<file path="config.mk">
export PLATFORM = sky130hd
export DESIGN_NAME = mem_access_unit
export DESIGN_NICKNAME = d
export VERILOG_FILES = /design/src/rtl/mem_pkg.sv /design/src/rtl/load_extend.sv /design/src/rtl/mem_access_unit.sv
export SDC_FILE = /design/constraint.sdc
export NUM_CORES = 1
export LEC_CHECK = 0
export ABC_AREA = 1
export BUFFER_PORTS_ARGS = -buffer_cell sky130_fd_sc_hd__buf_2
export CAP_MARGIN = 30
export CORE_ASPECT_RATIO = 1.4
export CORE_MARGIN = 2
export CORE_UTILIZATION = 52
export CTS_CLUSTER_DIAMETER = 200
export DETAILED_ROUTE_END_ITERATION = 10
export GPL_TIMING_DRIVEN = 0
export PLACE_DENSITY = 0.94
export SLEW_MARGIN = 20
export SYNTH_ARGS = -nofsm -noshare
export SYNTH_HDL_FRONTEND = slang
export SYNTH_SLANG_ARGS = --single-unit
</file>
<file path="constraint.sdc">
create_clock -name clk -period 3.4 [get_ports clk]
set_clock_uncertainty 0.1 [all_clocks]
set_input_delay 0.34 -clock clk [delete_from_list [all_inputs] [get_ports clk]]
set_output_delay 0.34 -clock clk [all_outputs]
set_load 0.02 [all_outputs]
</file>
<file path="src/rtl/mem_pkg.sv">
// Shared types and defaults for the load/store front end and the `ram` block it drives.
// Pure declarations; no timing or flow-control behaviour of its own.
package mem_pkg;

  localparam int DEF_WORD       = 4;
  localparam int DEF_WIDTH      = 8;
  localparam int DEF_ADDR_WIDTH = 10;

  typedef enum logic [1:0] {
    MEM_BYTE = 2'd0,
    MEM_HALF = 2'd1,
    MEM_WORD = 2'd2
  } mem_size_t;

  typedef enum logic [1:0] {
    ST_IDLE      = 2'd0,
    ST_LD_WAIT   = 2'd1,
    ST_RMW_WRITE = 2'd2,
    ST_RESP      = 2'd3
  } mau_state_t;

  typedef struct packed {
    logic      store;
    mem_size_t size;
    logic      is_signed;
  } req_ctl_t;

  // Encoding 3 is folded into a word access.
  function automatic mem_size_t decode_size(input logic [1:0] raw);
    mem_size_t sz;
    case (raw)
      2'd0:    sz = MEM_BYTE;
      2'd1:    sz = MEM_HALF;
      default: sz = MEM_WORD;
    endcase
    return sz;
  endfunction

  function automatic logic is_misaligned(input mem_size_t sz, input logic [1:0] lo);
    logic mis;
    case (sz)
      MEM_HALF: mis = lo[0];
      MEM_WORD: mis = |lo;
      default:  mis = 1'b0;
    endcase
    return mis;
  endfunction

endpackage

</file>
<file path="src/rtl/load_extend.sv">
// Selects the low byte/half/word of a load and sign- or zero-extends it.
// Purely combinational, zero latency, no flow control.
module load_extend
  import mem_pkg::*;
#(
  parameter int WORD  = DEF_WORD,
  parameter int WIDTH = DEF_WIDTH
) (
  input  mem_size_t                 size,
  input  logic                      is_signed,
  input  logic [WORD*WIDTH-1:0]     raw,
  output logic [WORD*WIDTH-1:0]     ext
);

  localparam int DW = WORD * WIDTH;
  localparam int HW = 2 * WIDTH;

  always_comb begin
    ext = raw;
    case (size)
      MEM_BYTE: ext = {{(DW - WIDTH){is_signed & raw[WIDTH-1]}}, raw[WIDTH-1:0]};
      MEM_HALF: ext = {{(DW - HW){is_signed & raw[HW-1]}}, raw[HW-1:0]};
      default:  ext = raw;
    endcase
  end

endmodule

</file>
<file path="src/rtl/mem_access_unit.sv">
// Load/store front end for `ram`: sub-word loads with extension, sub-word stores via read-modify-write.
// Latency 1 (word store) or 2 cycles; one request in flight, req_ready only in IDLE. Option: MEM_ALIGN_CHECK_EN.
module mem_access_unit
  import mem_pkg::*;
#(
  parameter int WORD       = DEF_WORD,
  parameter int WIDTH      = DEF_WIDTH,
  parameter int ADDR_WIDTH = DEF_ADDR_WIDTH
) (
  input  logic                  clk,
  input  logic                  rst_n,
  input  logic                  req_valid,
  output logic                  req_ready,
  input  logic                  req_store,
  input  logic [1:0]            req_size,
  input  logic                  req_signed,
  input  logic [WORD*WIDTH-1:0] req_addr,
  input  logic [WORD*WIDTH-1:0] req_wdata,
  output logic                  rsp_valid,
  output logic [WORD*WIDTH-1:0] rsp_rdata,
`ifdef MEM_ALIGN_CHECK_EN
  output logic                  rsp_misaligned,
`endif
  output logic [WORD*WIDTH-1:0] ram_d,
  output logic [WORD*WIDTH-1:0] ram_ad,
  output logic                  ram_we,
  input  logic [WORD*WIDTH-1:0] ram_q
);

  localparam int DW = WORD * WIDTH;
  localparam int HW = 2 * WIDTH;

  // The full address goes to `ram`, which decodes only its low ADDR_WIDTH bits.
  if (ADDR_WIDTH > DW) begin : g_addr_width_check
    $error("ADDR_WIDTH wider than the address bus");
  end

  mau_state_t    state_q, state_d;
  req_ctl_t      ctl_q, ctl_d;
  logic [DW-1:0] addr_q, addr_d;
  logic [DW-1:0] wdata_q, wdata_d;
  logic [DW-1:0] rdata_q, rdata_d;
  logic [DW-1:0] ld_ext;
  mem_size_t     size_dec;
  logic          accept;
  logic          mis_req;
  logic          mis_q, mis_d;

  assign size_dec = decode_size(req_size);
  assign accept   = rst_n & req_valid & (state_q == ST_IDLE);

`ifdef MEM_ALIGN_CHECK_EN
  assign mis_req        = is_misaligned(size_dec, req_addr[1:0]);
  assign rsp_misaligned = mis_q & (state_q == ST_RESP);
`else
  assign mis_req = 1'b0;
`endif

  load_extend #(.WORD(WORD), .WIDTH(WIDTH)) u_load_extend (
    .size      (ctl_q.size),
    .is_signed (ctl_q.is_signed),
    .raw       (ram_q),
    .ext       (ld_ext)
  );

  always_comb begin
    state_d = state_q;
    ctl_d   = ctl_q;
    addr_d  = addr_q;
    wdata_d = wdata_q;
    rdata_d = rdata_q;
    mis_d   = mis_q;
    ram_we  = 1'b0;
    ram_ad  = addr_q;
    ram_d   = wdata_q;

    case (state_q)
      ST_IDLE: begin
        // Drive the request straight through so the read starts in the accept cycle.
        ram_ad = req_addr;
        ram_d  = req_wdata;
        if (accept) begin
          ctl_d   = '{store: req_store, size: size_dec, is_signed: req_signed};
          addr_d  = req_addr;
          wdata_d = req_wdata;
          rdata_d = '0;
          mis_d   = mis_req;
          if (mis_req) begin
            state_d = ST_RESP;
          end else if (req_store && size_dec == MEM_WORD) begin
            ram_we  = 1'b1;
            state_d = ST_RESP;
          end else if (req_store) begin
            state_d = ST_RMW_WRITE;
          end else begin
            state_d = ST_LD_WAIT;
          end
        end
      end
      ST_LD_WAIT: begin
        rdata_d = ld_ext;
        state_d = ST_RESP;
      end
      ST_RMW_WRITE: begin
        ram_we = 1'b1;
        if (ctl_q.size == MEM_BYTE) begin
          ram_d = {ram_q[DW-1:WIDTH], wdata_q[WIDTH-1:0]};
        end else begin
          ram_d = {ram_q[DW-1:HW], wdata_q[HW-1:0]};
        end
        state_d = ST_RESP;
      end
      ST_RESP: begin
        state_d = ST_IDLE;
      end
      default: begin
        state_d = ST_IDLE;
      end
    endcase

    // A reset landing on an RMW cycle must not commit the half-built word.
    if (!rst_n) begin
      ram_we = 1'b0;
    end
  end

  always_ff @(posedge clk) begin
    if (!rst_n) begin
      state_q <= ST_IDLE;
      ctl_q   <= '0;
      addr_q  <= '0;
      wdata_q <= '0;
      rdata_q <= '0;
      mis_q   <= 1'b0;
    end else begin
      state_q <= state_d;
      ctl_q   <= ctl_d;
      addr_q  <= addr_d;
      wdata_q <= wdata_d;
      rdata_q <= rdata_d;
      mis_q   <= mis_d;
    end
  end

  assign req_ready = (state_q == ST_IDLE);
  assign rsp_valid = (state_q == ST_RESP);
  assign rsp_rdata = rdata_q;

endmodule

</file>
==> results.txt <==
Synth-to-Final Area Change -> 29.2%
Post-synthesis compound-gate area fraction -> 24.3%
Ys flop type -> dfxtp_1
Total core area -> 0.00930 mm2
Initial antenna violation count -> 0
Max Clock Freq -> 380 MHz
Mean Syn Cell Area -> 7.05 um2
Top-count cell post-synth -> nand2_1
IO Pins -> 202
Synth top area cells -> dfxtp_1 41%, nand2_1 8.9%, o21ai_0 8.3%, a21oi_1 7.8%, nand3_1 6.6%
FF-to-FF End -> addr_q[0]$_SDFFE_PN0P_
Synth cell count leaders -> 117 x nand2_1, 101 x dfxtp_1, 81 x o21ai_0, 77 x a21oi_1, 71 x inv_1
Post-synthesis simple-gate area fraction -> 21.3%
Clock slew at the register clock pins of the worst setup and hold paths -> 60 ps
Synth Net Count -> 805
Crit-path max FO -> 10
First-pass GRT wire length -> 22900 um
Final WL -> 14500 um
Grt total ovfl -> 0
Row count -> 42
Startpoint class of the critical path -> register
Number of global-route vias before repair -> 5033
Top-area cell type share of the netlist area -> 41.2%
Peak VDD IR -> 0.424 mV
Synthesis Warnings -> 0
Post-synth EDFFs -> 0
Total CTS buffers -> 9
DRT Pass-1 Iters -> 6
Final Slew Violations -> 0
N_diodes -> 0
Hold buffers post-CTS -> 0
RSZ-0062 raised after global routing -> no
# DRC -> 0
Die ar. -> 0.0102 mm2
Post-CTS Setup Repair Bufs -> 0
Synth Instances -> 697
Arr. time, crit path -> 2190 ps
Largest family of logic cells by synthesized area -> compound AO/OA/AOI/OAI gates
CP Capture Point -> ram_d[29]
Pre-CTS setup slack -> 1120 ps
Setup crit start -> state_q[0]$_SDFFE_PN0P_
Setup slack, reg-to-reg -> 1610 ps
R2R cell count -> 8
CTS tree -> yes
Final min period -> 2630 ps
Die width -> 86.1 um
Pleak -> 2.99 nW
Seq cells post-synth -> 101
PostCTS Resize Cnt -> 0
Outcome -> complete, no violations
Post-synthesis cell area -> 0.00491 mm2
Post-synthesis sequential area ratio -> 41.2%
Synthesized-area fraction occupied by adder cells -> 1.27%
PwrDens -> 767 mW/mm2
DR iter-0 viols -> 272
Fin worst setup slack -> 769 ps
Synth cell types -> 29
Post-synthesis mux area share -> 0%
Deepest level of the CTS H-tree -> 3
Reg2reg start -> state_q[0]$_SDFFE_PN0P_
IO Port Bufs -> 200
Critical path required time -> 2960 ps
Biggest area consumer among synthesized cells -> dfxtp_1
Initial core utilization -> 52.8%
Post-route ant nets -> 0
Synth Area in XOR/XNOR -> 0%
Worst skew pair latency -> 340 ps
Gr usage total -> 27.5%
Tightest Hold Check Type -> input port to register
Critical path type -> register to output port
Root Driver -> clkbuf_16
Placer congestion estimate -> 0.914
DR WL/cell -> 14.2 um
Hold Crit Depth -> 3
Largest net degree at the start of global routing -> 15
FFs w/ async S/R, synth -> 0%
Final period utilization -> 77.4%
Max-slew headroom -> 65.8%
CP Capture Type -> output port
Tightest Pin Transition -> 514 ps
Endpoints failing hold -> 0
Vias -> 5461
Setup TNS -> 0 ps
Fin util -> 68.2%
Dpl hpwl -> 11000 um
Max-Cap Viols -> 0
Via density -> 5.34
Layout cells sized above 1 -> 29.3%
Clock sinks -> 101
# nets final -> 1016
Die Y-Extent -> 119 um
Final setup violation count -> 0
Clk buf depth -> 2
worst max-delay path, stage by stage, from the launching register on:
cell and delay, ps:
dfxtp_1 380, inv_1 100, ha_1 190, buf_2 210
nor2_8 200, inv_2 100, buf_2 210, o211ai_1 250
buf_2 210
registers in the layout, summed over array words and instances, names as in the netlist:
register,count
rsp_rdata,32
wdata_q,32
state_q,2
addr_q,32
ctl_q,3
report_power, final:
part,internal [mW],switching (mW),total (mW)
combinational,0.745,1.62,2.36
clock,0.608,0.412,1.02
sequential,1.38,0.0937,1.48
how the worst min path moves through the flow:
stage / start / end / slack, ps
finish: ram_q[4] / rsp_rdata[4]$_SDFFE_PN0P_ / 140
global route: ram_q[1] / rsp_rdata[1]$_SDFFE_PN0P_ / 160
CTS: ram_q[3] / rsp_rdata[3]$_SDFFE_PN0P_ / 140
detailed placement: wdata_q[0]$_SDFFE_PN0P_ / wdata_q[0]$_SDFFE_PN0P_ / 340
global placement: wdata_q[7]$_SDFFE_PN0P_ / wdata_q[7]$_SDFFE_PN0P_ / 330
floorplan: wdata_q[0]$_SDFFE_PN0P_ / wdata_q[0]$_SDFFE_PN0P_ / 320
stage by stage:
stage / instances / instance area, um2 / power, mW / hold slack (ps)
finish: 1022 / 6340 / 4.86 / 145
global route: 1022 / 6340 / 5.14 / 155
CTS: 1022 / 6340 / 4.88 / 143
detailed placement: 1007 / 6050 / 3.86 / 342
global placement: 1007 / 6050 / 3.82 / 335
floorplan: 697 / 4910 / 3.08 / 324
cells by family (layout without fill, tap and decap cells):
logic type / after synthesis / count (layout)
DFF: 101 / 101
AOI/OAI and AO/OA: 226 / 226
and+or+nand+nor: 235 / 235
buffers and inverters: 130 / 345
adders and majority gates: 5 / 5
area by class of cell:
cell class	instances	area, um2
Sequential cell	101	2020
Clock inverter	1	30.0
Inverter	77	293
Tap cell	110	138
Fill cell	827	2960
Clock buffer	14	264
Timing Repair Buffer	200	1000
Buffer	53	292
Multi-Input combinational cell	466	2300
layout by cell type (no fill, tap or decap), types with 2 or more instances in the layout:
cell,n
buf_2,229
nand2_1,117
dfxtp_1,101
o21ai_0,81
a21oi_1,77
inv_1,71
nand3_1,65
o21ai_1,42
nor2_1,41
clkbuf_1,17
o211ai_1,16
clkbuf_16,9
a22oi_1,8
buf_6,5
buf_4,5
ha_1,5
inv_2,3
nand2_4,3
nand3_2,2
nand2_2,2
clkbuf_8,2
routing by layer:
metal / wire, um / part of all wire [%] / track usage [%] / up-vias
met1: 5670 / 39 / 31.2 / 2436
met5: 0 / 0 / 0 / -
li1: - / - / - / 2721
met3: 1020 / 7.0 / 4.64 / 45
met4: 466 / 3.2 / 13.6 / 0
met2: 7350 / 51 / 48.6 / 259
No activity file was read; power rests on OpenSTA's default activity.
